<file path="src/rtl/ascii_calc_pkg.sv">
`default_nettype none
// ============================================================================
// Module  : ascii_calc_pkg
// Purpose : Shared token codes, error codes, ASCII constants and FSM states
//           for the ASCII calculator front end.
// Revision: 1.0 - initial release
// ============================================================================
package ascii_calc_pkg;

    localparam logic [1:0] TOK_NUM = 2'd0;
    localparam logic [1:0] TOK_OP  = 2'd1;
    localparam logic [1:0] TOK_END = 2'd2;
    localparam logic [1:0] TOK_ERR = 2'd3;

    localparam logic [1:0] ERR_ILLEGAL = 2'd1;
    localparam logic [1:0] ERR_OVF     = 2'd2;

    localparam logic [7:0] ASCII_NUL  = 8'h00;
    localparam logic [7:0] ASCII_ZERO = 8'h30;
    localparam logic [7:0] ASCII_NINE = 8'h39;

    typedef enum logic [2:0] {
        ST_IDLE   = 3'd0,
        ST_FRAME  = 3'd1,
        ST_NUMBER = 3'd2,
        ST_EMIT2  = 3'd3,
        ST_ERROR  = 3'd4
    } state_t;

    // Operators understood by the evaluation stage: * + / < = >
    function automatic logic is_math_symbol(input logic [7:0] c);
        return (c == 8'h2A) || (c == 8'h2B) || (c == 8'h2F) ||
               (c == 8'h3C) || (c == 8'h3D) || (c == 8'h3E);
    endfunction

endpackage : ascii_calc_pkg
`default_nettype wire

</file>
<file path="src/rtl/ascii_token_sequencer_if.sv">
`default_nettype none
// ============================================================================
// Module  : ascii_token_sequencer_if
// Purpose : Byte-in / token-out handshake bundle of the token sequencer.
// Revision: 1.0 - initial release
// ============================================================================
interface ascii_token_sequencer_if #(
    parameter int VALUE_W = 16
);

    logic               in_valid;
    logic [7:0]         in_data;
    logic               in_ready;
    logic               tok_valid;
    logic               tok_ready;
    logic [1:0]         tok_type;
    logic [VALUE_W-1:0] tok_value;
    logic [7:0]         tok_op;
    logic               busy;

    modport master (
        output in_valid,
        output in_data,
        output tok_ready,
        input  in_ready,
        input  tok_valid,
        input  tok_type,
        input  tok_value,
        input  tok_op,
        input  busy
    );

    modport slave (
        input  in_valid,
        input  in_data,
        input  tok_ready,
        output in_ready,
        output tok_valid,
        output tok_type,
        output tok_value,
        output tok_op,
        output busy
    );

endinterface : ascii_token_sequencer_if
`default_nettype wire

</file>
<file path="src/rtl/ascii_type_detector.sv">
`default_nettype none
// ============================================================================
// Module  : ascii_type_detector
// Purpose : Combinational classifier of one ASCII byte (digit/operator/NUL).
// Revision: 1.0 - initial release
// ============================================================================
module ascii_type_detector
    import ascii_calc_pkg::*;
(
    input  logic [7:0] data,
    output logic       number,
    output logic       math_symbol,
    output logic       start_stop
);

    assign number      = (data >= ASCII_ZERO) && (data <= ASCII_NINE);
    assign math_symbol = is_math_symbol(data);
    assign start_stop  = (data == ASCII_NUL);

endmodule : ascii_type_detector
`default_nettype wire

</file>
<file path="src/rtl/ascii_token_sequencer.sv">
`default_nettype none
// ============================================================================
// Module  : ascii_token_sequencer
// Purpose : Frames NUL-delimited ASCII expressions into NUM/OP/END/ERR tokens.
// Revision: 1.0 - initial release
// ============================================================================
module ascii_token_sequencer
    import ascii_calc_pkg::*;
#(
    parameter int VALUE_W = 16
)(
    input  logic                    clk,
    input  logic                    rst_n,
    ascii_token_sequencer_if.slave  bus
);

    localparam int WIDE_W = VALUE_W + 4;

    state_t             r_state;
    state_t             w_state_nxt;
    logic [VALUE_W-1:0] r_acc;
    logic [VALUE_W-1:0] w_acc_nxt;
    logic [1:0]         r_held_type;
    logic [1:0]         w_held_type_nxt;
    logic [7:0]         r_held_op;
    logic [7:0]         w_held_op_nxt;
    logic [1:0]         r_err_code;
    logic [1:0]         w_err_code_nxt;
    logic [7:0]         r_err_byte;
    logic [7:0]         w_err_byte_nxt;

    logic               r_tok_valid;
    logic [1:0]         r_tok_type;
    logic [VALUE_W-1:0] r_tok_value;
    logic [7:0]         r_tok_op;

    logic               w_load;
    logic [1:0]         w_load_type;
    logic [VALUE_W-1:0] w_load_value;
    logic [7:0]         w_load_op;

    logic               w_is_num;
    logic               w_is_op;
    logic               w_is_nul;
    logic               w_free;
    logic               w_accept;
    logic [WIDE_W-1:0]  w_wide;
    logic               w_ovf;

    ascii_type_detector u_type_detector (
        .data        (bus.in_data),
        .number      (w_is_num),
        .math_symbol (w_is_op),
        .start_stop  (w_is_nul)
    );

    // The output register is free when empty or being consumed this cycle.
    assign w_free       = !r_tok_valid || bus.tok_ready;
    assign bus.in_ready = (r_state != ST_EMIT2) && w_free;
    assign w_accept     = bus.in_valid && bus.in_ready;

    // Four spare bits hold value*10+9 exactly, so overflow is any upper bit set.
    assign w_wide = (WIDE_W'(r_acc) * WIDE_W'(10)) + WIDE_W'(bus.in_data[3:0]);
    assign w_ovf  = |w_wide[WIDE_W-1:VALUE_W];

    assign bus.tok_valid = r_tok_valid;
    assign bus.tok_type  = r_tok_type;
    assign bus.tok_value = r_tok_value;
    assign bus.tok_op    = r_tok_op;
    assign bus.busy      = (r_state != ST_IDLE);

    always_ff @(posedge clk) begin
        if (!rst_n) begin
            r_state     <= ST_IDLE;
            r_acc       <= '0;
            r_held_type <= TOK_END;
            r_held_op   <= '0;
            r_err_code  <= '0;
            r_err_byte  <= '0;
            r_tok_valid <= 1'b0;
            r_tok_type  <= TOK_NUM;
            r_tok_value <= '0;
            r_tok_op    <= '0;
        end else begin
            r_state     <= w_state_nxt;
            r_acc       <= w_acc_nxt;
            r_held_type <= w_held_type_nxt;
            r_held_op   <= w_held_op_nxt;
            r_err_code  <= w_err_code_nxt;
            r_err_byte  <= w_err_byte_nxt;
            if (w_load) begin
                r_tok_valid <= 1'b1;
                r_tok_type  <= w_load_type;
                r_tok_value <= w_load_value;
                r_tok_op    <= w_load_op;
            end else if (bus.tok_ready) begin
                r_tok_valid <= 1'b0;
            end
        end
    end

    always_comb begin
        w_state_nxt     = r_state;
        w_acc_nxt       = r_acc;
        w_held_type_nxt = r_held_type;
        w_held_op_nxt   = r_held_op;
        w_err_code_nxt  = r_err_code;
        w_err_byte_nxt  = r_err_byte;
        w_load          = 1'b0;
        w_load_type     = TOK_NUM;
        w_load_value    = '0;
        w_load_op       = '0;

        case (r_state)
            ST_IDLE: begin
                if (w_accept && w_is_nul) begin
                    w_state_nxt = ST_FRAME;
                end
            end

            ST_FRAME: begin
                if (w_accept) begin
                    if (w_is_num) begin
                        w_acc_nxt   = VALUE_W'(bus.in_data[3:0]);
                        w_state_nxt = ST_NUMBER;
                    end else if (w_is_op) begin
                        w_load      = 1'b1;
                        w_load_type = TOK_OP;
                        w_load_op   = bus.in_data;
                    end else if (w_is_nul) begin
                        w_load      = 1'b1;
                        w_load_type = TOK_END;
                        w_state_nxt = ST_IDLE;
                    end else begin
                        w_err_code_nxt = ERR_ILLEGAL;
                        w_err_byte_nxt = bus.in_data;
                        w_state_nxt    = ST_ERROR;
                    end
                end
            end

            ST_NUMBER: begin
                if (w_accept) begin
                    if (w_is_num) begin
                        if (w_ovf) begin
                            w_err_code_nxt = ERR_OVF;
                            w_err_byte_nxt = bus.in_data;
                            w_state_nxt    = ST_ERROR;
                        end else begin
                            w_acc_nxt = w_wide[VALUE_W-1:0];
                        end
                    end else if (w_is_op || w_is_nul) begin
                        // NUM goes out now; the operator or END waits one slot.
                        w_load          = 1'b1;
                        w_load_type     = TOK_NUM;
                        w_load_value    = r_acc;
                        w_held_type_nxt = w_is_op ? TOK_OP : TOK_END;
                        w_held_op_nxt   = w_is_op ? bus.in_data : 8'h00;
                        w_state_nxt     = ST_EMIT2;
                    end else begin
                        w_err_code_nxt = ERR_ILLEGAL;
                        w_err_byte_nxt = bus.in_data;
                        w_state_nxt    = ST_ERROR;
                    end
                end
            end

            ST_EMIT2: begin
                if (w_free) begin
                    w_load      = 1'b1;
                    w_load_type = r_held_type;
                    w_load_op   = r_held_op;
                    w_state_nxt = (r_held_type == TOK_OP) ? ST_FRAME : ST_IDLE;
                end
            end

            ST_ERROR: begin
                if (w_accept && w_is_nul) begin
                    w_load       = 1'b1;
                    w_load_type  = TOK_ERR;
                    w_load_value = VALUE_W'(r_err_code);
                    w_load_op    = r_err_byte;
                    w_state_nxt  = ST_IDLE;
                end
            end

            default: begin
                w_state_nxt = ST_IDLE;
            end
        endcase
    end

endmodule : ascii_token_sequencer
`default_nettype wire

</file>
<file path="src/flat_wrapper.sv">
// flat-port wrapper written by rule: the top's interface ports become plain ports
module ascii_token_sequencer_flat import ascii_calc_pkg::*;
#(
    parameter int VALUE_W = 16
)
  (clk, rst_n, bus_in_valid, bus_in_data, bus_tok_ready, bus_in_ready, bus_tok_valid, bus_tok_type, bus_tok_value, bus_tok_op, bus_busy);
  ascii_token_sequencer_if #(.VALUE_W(VALUE_W)) bus_i ();
  input  logic clk;
  input  logic rst_n;
  input wire logic [$bits(bus_i.in_valid)-1:0] bus_in_valid;
  input wire logic [$bits(bus_i.in_data)-1:0] bus_in_data;
  input wire logic [$bits(bus_i.tok_ready)-1:0] bus_tok_ready;
  output wire logic [$bits(bus_i.in_ready)-1:0] bus_in_ready;
  output wire logic [$bits(bus_i.tok_valid)-1:0] bus_tok_valid;
  output wire logic [$bits(bus_i.tok_type)-1:0] bus_tok_type;
  output wire logic [$bits(bus_i.tok_value)-1:0] bus_tok_value;
  output wire logic [$bits(bus_i.tok_op)-1:0] bus_tok_op;
  output wire logic [$bits(bus_i.busy)-1:0] bus_busy;
  assign bus_i.in_valid = bus_in_valid;
  assign bus_i.in_data = bus_in_data;
  assign bus_i.tok_ready = bus_tok_ready;
  assign bus_in_ready = bus_i.in_ready;
  assign bus_tok_valid = bus_i.tok_valid;
  assign bus_tok_type = bus_i.tok_type;
  assign bus_tok_value = bus_i.tok_value;
  assign bus_tok_op = bus_i.tok_op;
  assign bus_busy = bus_i.busy;
  ascii_token_sequencer #(.VALUE_W(VALUE_W)) u_core (.clk(clk), .rst_n(rst_n), .bus(bus_i));
endmodule
</file>
<file path="config.mk">
export PLATFORM = sky130hd
export DESIGN_NAME = ascii_token_sequencer_flat
export DESIGN_NICKNAME = d
export VERILOG_FILES = /design/src/rtl/ascii_calc_pkg.sv /design/src/rtl/ascii_token_sequencer_if.sv /design/src/rtl/ascii_type_detector.sv /design/src/rtl/ascii_token_sequencer.sv /design/src/flat_wrapper.sv
export SDC_FILE = /design/constraint.sdc
export NUM_CORES = 1
export LEC_CHECK = 0
export ABC_CLOCK_PERIOD_IN_PS = 4180
export CORE_MARGIN = 5
export CORE_UTILIZATION = 57
export CTS_BUF_LIST = sky130_fd_sc_hd__clkbuf_16
export CTS_CLUSTER_DIAMETER = 30
export DETAILED_ROUTE_END_ITERATION = 8
export GPL_ROUTABILITY_DRIVEN = 0
export PLACE_DENSITY = 0.76
export SLEW_MARGIN = 0
export SYNTH_ARGS = -nofsm -noshare
export SYNTH_HDL_FRONTEND = slang
export SYNTH_SLANG_ARGS = --single-unit
</file>
<file path="constraint.sdc">
create_clock -name clk -period 4.18 [get_ports clk]
set_input_delay 0.836 -clock clk [delete_from_list [all_inputs] [get_ports clk]]
set_output_delay 0.836 -clock clk [all_outputs]
set_load 0.05 [all_outputs]
</file>
**Word level (Yosys, flattened, before mapping)**

Cells that the tools add are included.

- Register bits after elaboration: 66
- Latch bits: 0
- Bits in writable memories: 0
- ROM bits: 0
- Input port bits: 12
- Output and inout port bits: 29
- Logic and storage cells: 131
- Memories: 0

- Add/sub/neg operators: 1
- Multipliers: 1
- Divide/modulo/power cells: 0
- Order comparisons: 2
- Eq/ne operators: 26
- Shift operators: 0
- Mux-type cells: 68
- Bitwise gates (word level): 1
- Reduce and logical (&&, ||, !) cells: 22

Operators by type and width:

| operator | number |
|---|---|
| 16-bit two-way mux | 8 |
| 8-bit two-way mux | 13 |
| 16-bit one-hot mux with 2 select lines | 2 |
| 8-bit by 6-bit == test with 1-bit output (second input constant) | 6 |
| 3-bit two-way mux | 11 |
| 2-bit two-way mux | 16 |
| 8-bit one-hot mux with 3 select lines | 1 |
| 20-bit by 4-bit adder with 20-bit output | 1 |
| 16-bit by 3-bit multiplier with 19-bit output (second input constant) | 1 |
| 8-bit one-hot mux with 2 select lines | 1 |
| 3-bit one-hot mux with 5 select lines | 1 |
| 1-bit two-way mux | 12 |
| 2-bit inequality test (second input constant) | 6 |
| 2-bit by 1-bit inequality test with 1-bit output (second input constant) | 5 |
| 8-bit by 6-bit greater-or-equal comparator with 1-bit output (second input constant) | 1 |
| 8-bit by 6-bit less-or-equal comparator with 1-bit output (second input constant) | 1 |
| 8-bit zero test | 1 |
| 8-bit AND reduction | 1 |
| 1-bit logical OR | 7 |
| 7-bit AND reduction | 1 |
| 3-bit by 2-bit == test with 1-bit output (second input constant) | 2 |
| 3-bit by 2-bit inequality test with 1-bit output (second input constant) | 2 |
| 3-bit inequality test (second input constant) | 2 |
| 2-bit one-hot mux with 3 select lines | 1 |
| 14 further kinds | 18 |

**Depth between registers and ports, before layout**

- Word-level depth: 12
- Gate-level depth with buffers: 13
- Depth with buffers taken out: 12

**By module**

Synthesis repeated with hierarchy kept, for this count alone.

- Cells, all modules: 495
- Area total of the unflattened synthesis: 4159.0 um^2

Modules (own cells, without submodules):

| module | instances | cells each | area an instance (um^2) |
|---|---|---|---|
| ascii_token_sequencer | 1 | 484 | 4077.7 |
| ascii_type_detector | 1 | 11 | 81.3 |

**Least setup slack after synthesis**

Ideal clock, no wire load.

- Path type: reg2reg
- Start: register u_core.r_acc[3]
- End: register u_core.r_err_byte[0]
- Setup time: 72 ps
- Arrival time: 3533 ps
- Data required time: 4108 ps
- Slack: 576 ps
- Stages on the path, launching flop included: 14
- Buffers on the path: 1
- Clock period less this slack: 3604 ps
- Cell sequence: dfxtp_1 > ha_1 > ha_1 > fa_1 > a21o_1 > a221oi_2 > o21ai_0 > xor2_1 > nand4_1 > or4b_4 > a21boi_4 > o21a_1 > buf_6 > mux2i_1

- Longest elaborated chain between the ends: 5

Ends and longest elaborated chain:

| item | line | text |
|---|---|---|
| start, declared | ascii_token_sequencer.sv:21 | `logic [VALUE_W-1:0] r_acc;` |
| start signal, assigned | ascii_token_sequencer.sv:86 | `r_acc <= w_acc_nxt;` |
| 16-bit by 3-bit multiplier with 19-bit output | ascii_token_sequencer.sv:63 | `assign w_wide = (WIDE_W'(r_acc) * WIDE_W'(10)) + WIDE_W'(bus.in_data[3:0]);` |
| 20-bit by 4-bit adder with 20-bit output | ascii_token_sequencer.sv:63 |  |
| 4-bit OR reduction | ascii_token_sequencer.sv:64 | `assign w_ovf = \|w_wide[WIDE_W-1:VALUE_W];` |
| 3-bit by 2-bit inequality test with 1-bit output (no source line) | -- |  |
| 8-bit AND reduction (no source line) | -- |  |
| end signal, assigned | ascii_token_sequencer.sv:90 | `r_err_byte <= w_err_byte_nxt;` |
| end, declared | ascii_token_sequencer.sv:29 | `logic [7:0] r_err_byte;` |

Every way passes these cells.
A chain may end at the register's enable or synchronous reset.

**Final worst setup path**

- Start: register u_core.r_acc[1]
- End: register u_core.r_err_byte[4]

Same word-level chain as after synthesis.

==> reports/qor.csv <==
metric;value;unit
status;completed;
CTS root buf;clkbuf_16;
Gate power share;0.147;
Buffers & Inverters on Critical Path;1;
layout cells sized above 1;0.140;
Async S/R FF share, synth;0;
number of synthesized flops with an enable pin;0;
Tot GR Track Use;0.246;
GRT overflow;0;
syn nets;498;
H-tree depth;3;
num ports;41;
Worst Hold Class;flip-flop to flip-flop;
dpl cell area;4600;um^2
Hold Slack;452;ps
multi-input logic area;2570;um^2
initial DRC count;270;
Die W;93.9;um
main area contributors after synthesis;dfxtp_1 (33%), ha_1 (9.7%), nor2_1 (4.8%);
clock share of power;0.463;
number of distinct library cells after synthesis;71;
# nets final;547;
Worst-path clk slew;60;ps
crit-path most repeated cell;ha_1;
total wire length;10500;um
Syn Std Cell Area;4010;um^2
vias;3737;
Worst setup SP type;flip-flop;
drc violations;0;
fin. max-slew vios;0;
Fillers;516;
DIE AREA;8820;um^2
synthesized instance count;453;
Syn Area/Cell;8.86;um^2
worst skew pair latency;330;ps
post-synth top area share;0.329;
diodes inserted;0;
pin count of the biggest net entering global routing;34;
max cap viols;0;
Initial Util;0.588;
IO buf count;40;
Top FF cell, synth;dfxtp_1;
internal power;1280;uW
Worst EP required;4430;ps
switching power total;497;uW
Wirelength per Cell;17.4;um
Final Hold Fails;0;
Tmin final;3970;ps
vias in the first global route;3643;
DR pass1 iterations;5;
CTS sink cnt;66;
total CTS buffers;9;
first-pass GRT wire length;17400;um
Slew Limit Headroom;0.591;
CP Capture Type;flip-flop;
switch share;0.279;
leakage power;0.00204;uW
setup TNS;0;ps
die height;93.9;um
Seq/Total Area, Yosys;0.329;
period utilisation layout;0.949;
Via density;6.20;
slowest stage delay, CP;590;ps
Reg power frac;0.390;
hold_buf cts;0;
clk_skew;6.23;ps
Area Growth Syn to Fin;23.7;%
cell area after layout;4960;um^2
cell-by-cell listing of the critical path;ha_1 -> ha_1 -> fa_1 -> a21o_1 -> a221oi_4 -> o21ai_0 -> xor2_1 -> nand4_1 -> or4b_4 -> a21boi_4 -> o21a_1 -> buf_4 -> mux2i_1;
FF+latch area;1320;um^2
detailed placement HPWL;7330;um
WP data arrival;4220;ps
pwr dens;358;nW/um^2
clock buffer depth;2;
Post-DRT Antenna Nets;0;
row cnt;30;
Slew @ Worst Pin;609;ps
Core Area;6830;um^2
f_max;0.252;GHz
Final setup viols;0;
Max rail drop VDD;0.274;mV
CP Max Fanout;9;
delay-heaviest family, CP;compound AO/OA/AOI/OAI gates;
Yosys reg bits;66;
CTS tree;built;
CP max stage cell;or4b_4;
antenna violations before repair;0;
critical path class;flip-flop to flip-flop;
Yosys Warn Count;0;
dominant cell type by area after synthesis;dfxtp_1;
final core occ;0.727;
-- final timing paths --
path	startpoint	endpoint	slack (ps)	depth (start not counted)
worst max-delay path	u_core.r_acc[1]	u_core.r_err_byte[4]	210	13
worst min-delay path	u_core.bus.tok_op[0]	u_core.bus.tok_op[0]	450	2
worst max register to register	u_core.r_acc[1]	u_core.r_err_byte[4]	210	13
worst min register to register	u_core.bus.tok_op[0]	u_core.bus.tok_op[0]	450	2
-- area by class of cell --
type	count	area share
Multi-Input combinational cell	352	0.518
Sequential cell	66	0.266
Timing Repair Buffer	64	0.119
Clock buffer	9	0.0454
Tap cell	96	0.0242
Clock inverter	7	0.0204
Inverter	9	0.00680
-- worst min-delay path, stage by stage, from the launching register on --
cell     delay (ps)
dfxtp_1         300
nand2_1          50
a21oi_1          50
-- registers in the layout, indices dropped and copies added (netlist names) --
name,flops
u_core.bus.tok_op,8
u_core.bus.tok_type,2
u_core.bus.tok_valid,1
u_core.bus.tok_value,16
u_core.r_acc,16
u_core.r_err_byte,8
u_core.r_err_code,2
u_core.r_held_op,8
u_core.r_held_type,2
u_core.r_state,3
-- synthesized netlist by cell type (3+ instances only) --
| master | number |
|---|---|
| xnor2_1 | 9 |
| a221oi_1 | 3 |
| nand2b_1 | 3 |
| clkbuf_1 | 20 |
| o2bb2ai_2 | 10 |
| nor3_1 | 9 |
| nor2b_1 | 5 |
| ha_1 | 31 |
| nor2_1 | 51 |
| and3_1 | 4 |
| mux2i_1 | 10 |
| nand3_1 | 14 |
| o21ai_1 | 3 |
| nand2_1 | 50 |
| buf_2 | 4 |
| o21ai_0 | 11 |
| xor2_1 | 9 |
| nor3b_1 | 3 |
| a21oi_1 | 23 |
| nand3b_1 | 4 |
| dfxtp_1 | 66 |
| nand4_1 | 5 |
| a21o_1 | 7 |
| a211oi_1 | 3 |
| a222oi_1 | 8 |
| a21boi_0 | 4 |
| or2_2 | 3 |
| a22oi_1 | 15 |
| inv_1 | 9 |
-- layout by cell type (no fill, tap or decap), drive strengths merged, types with 5 or more instances in the layout --
cell type      instances
dfxtp                 66
nor2                  51
nand2                 50
clkdlybuf4s50         40
ha                    31
a21oi                 24
buf                   24
a22oi                 15
nand3                 14
o21ai                 14
o2bb2ai               12
inv                   11
mux2i                 10
xor2                   9
xnor2                  9
clkbuf                 9
nor3                   9
a222oi                 8
a21o                   7
nand4                  6
nor2b                  5
a21boi                 5
a211oi                 5
-- through the flow --
step | instances | setup slack, ps | power [uW]
2_1_floorplan | 453 | 576 | 876
3_3_place_gp | 583 | 187 | 951
3_5_place_dp | 583 | 125 | 956
4_1_cts | 599 | 50.4 | 1780
5_1_grt | 603 | -3.14 | 1840
6_report | 603 | 215 | 1780
-- cells by family after synthesis --
| logic type | after synthesis | share of synthesized area |
|---|---|---|
| flops | 66 | 0.329 |
| mux | 11 | 0.0277 |
| compound gates | 123 | 0.253 |
| fa+ha+maj | 33 | 0.107 |
| buf+inv | 35 | 0.0377 |
| xor+xnor | 18 | 0.0393 |
| simple gates | 167 | 0.206 |
-- power by group through the flow --
stage	combinational (uW)	clock (uW)	sequential [uW]
final	261	823	694
after global routing	277	861	697
after CTS	256	833	691
after detailed placement	252	0	704
after global placement	247	0	703
after floorplan	195	0	681
-- per-layer routing --
layer,vias up,global-route usage,wire length (um)
li1,1788,-,-
met1,1779,0.296,4250
met2,154,0.435,5390
met3,16,0.0433,693
met4,0,0.0903,167
met5,-,0,0
-- timing repair --
item / 4_1_cts / 5_1_grt
gates resized for setup: 0 / 1
endpoints found under the setup margin: 0 / 22
buffers inserted: 0 / 4
(Power assumes the default switching activity.)
==> variant, RTL diff (same settings) <==
Re-encode `state_t` (5 states) as one-hot, 5 bits wide.
--- a/src/rtl/ascii_calc_pkg.sv
+++ b/src/rtl/ascii_calc_pkg.sv
@@ -21,8 +21,8 @@
 
-    typedef enum logic [2:0] {
-        ST_IDLE   = 3'd0,
-        ST_FRAME  = 3'd1,
-        ST_NUMBER = 3'd2,
-        ST_EMIT2  = 3'd3,
-        ST_ERROR  = 3'd4
+    typedef enum logic [4:0] {
+        ST_IDLE   = 5'b00001,
+        ST_FRAME  = 5'b00010,
+        ST_NUMBER = 5'b00100,
+        ST_EMIT2  = 5'b01000,
+        ST_ERROR  = 5'b10000
     } state_t;
Formal check against the unedited RTL: no difference found for any inputs over 4 cycles, from zero or initial values and one cycle with rst_n low; so few cycles prove little.
==> variant against the original RTL <==
Synthesized area increased by 0.56%. First-iteration DRC count down 20%. Critical path depth is 1 lower. Power fell by 4.8%. Wire length grew 1.7%. Utilization down 1.2 points. Design area fell by 1.7%. Clock power shrank 0.7%. Non-clock buffer count shrank 12. Global-route usage hardly changed. Setup slack worse by 0.012 ns. Sequential cell count grew 2.
==> variant: results (changes against the original RTL) <==
----------------------------------------------------
[Global routing]
  Maximum number of pins on one net before global-route repair ... 47 (+38%)
  Met2 usage ... 43.26% (-0.20 points)
  Total global-route track usage ... 24.61% (about the same)
  Vias in the first global route ... 3725 (+2.3%)

[Place]
  Pre-CTS setup slack ... 0.2321 ns (+0.1075 ns)
  Estimated wirelength of the detail-placed design ... 7507 um (+2.4%)
  Placed Instance Area ... 4552 sq um (-0.98%)

[Synth]
  Sequential cell area fraction in the yosys report ... 33.73% (+0.81 points)
  Post-Synthesis Net Count ... 530 (+6.4%)
  Most area-consuming cells after synthesis ... dfxtp_1 (34%), ha_1 (9.6%), nand2_1 (6.2%), mux2i_1 (4.2%), a21oi_1 (4.1%)
  Unique masters post-synth ... 53 (-25%)
  Cell types with the highest counts after synthesis ... dfxtp_1 (68), nand2_1 (67), nor2_1 (41)

[Setup path]
  Highest-delay cell along the critical path ... fa_1
  Data arrival time of the worst path ... 4.20 ns (-0.02 ns)

[Power and ir drop]
  Proportion of power drawn by flip-flops and latches ... 40.1% (+1.1 points)
  Leak Pwr ... 2.012 nW (-1.3%)
  Sw Ratio ... 25.78% (-2.2 points)
  Power Clock ... 0.817 mW (-0.7%)
  Sum of internal, switching and leakage power ... 1.693 mW (-4.8%)

[Status]
  Outcome ... complete, no violations

[Routing]
  Routed vias ... 3792 (+1.5%)
  Amount of wire on met3 after detailed routing ... 537 um (-23%)
  Total Routed Length ... 10680 um (+1.7%)
  Met2 WL post-DR ... 5368 um (-0.43%)

[Layout]
  Fraction of layout cells with a size suffix above 1 ... 7.955% (-6.0 points)
  Final nets ... 568 (+3.8%)
  Total of fill cells in the finished design ... 600 (+16%)

[STA]
  Max-slew headroom at the worst pin ... 38.99% (-20 points)

----------------------------------------------------
variant: cell types whose count changed in the layout (fill, tap and decap cells not counted), moves of 8 or more:
cell | unedited run | this run
buf_4 | 23 | 12
o2bb2ai_2 | 10 | 0
nor2_1 | 51 | 41
a21oi_1 | 23 | 33
nand3_1 | 14 | 22
nand2_1 | 50 | 67
a222oi_1 | 8 | 0
variant: final timing paths:
| kind | from | end | slack (ns) |
|---|---|---|---|
| setup reg to reg | u_core.r_acc[1] | u_core.r_err_code[0] | 0.20 |
| hold / removal | u_core.bus.tok_value[1] | u_core.bus.tok_value[1] | 0.45 |
| hold reg to reg | u_core.bus.tok_value[1] | u_core.bus.tok_value[1] | 0.45 |
| setup / recovery | u_core.r_acc[1] | u_core.r_err_code[0] | 0.20 |
variant: kinds of logic (layout without fill, tap and decap cells):
kind of cell             after synthesis  count (layout)  share of synthesized area (%)
AO/OA/AOI/OAI                        121             121                          20.30
XOR/XNOR                              22              22                          5.146
adder cells (fa/ha/maj)               33              33                          10.60
buffers and inverters                 38              81                          3.813
flip-flops                            68              68                          33.73
multiplexers                          17              17                          4.216
AND/OR/NAND/NOR                      186             186                          22.19
variant: metrics by stage:
stage	cells	TNS, ns	utilization (%)
floorplan	485	0	-
global placement	608	0	66.63
detailed placement	608	0	66.63
CTS	624	0	71.37
global route	624	-0.03142	71.47
finish	624	0	71.47
variant: worst min-delay path: stages (launching register included):
cell and delay (ns):
dfxtp_1 0.31, nand2_1 0.05, a21oi_1 0.05
variant: final cells by class:
cell class	count	area (sq um)	share of cell area (%)
clock buffer	9	225.2	4.613
clock inverter	7	98.84	2.025
inverter	13	48.80	0.9995
multi-input combinational	379	2537	51.97
sequential	68	1361	27.88
tap	96	120.1	2.460
timing repair buffer	52	490.5	10.05
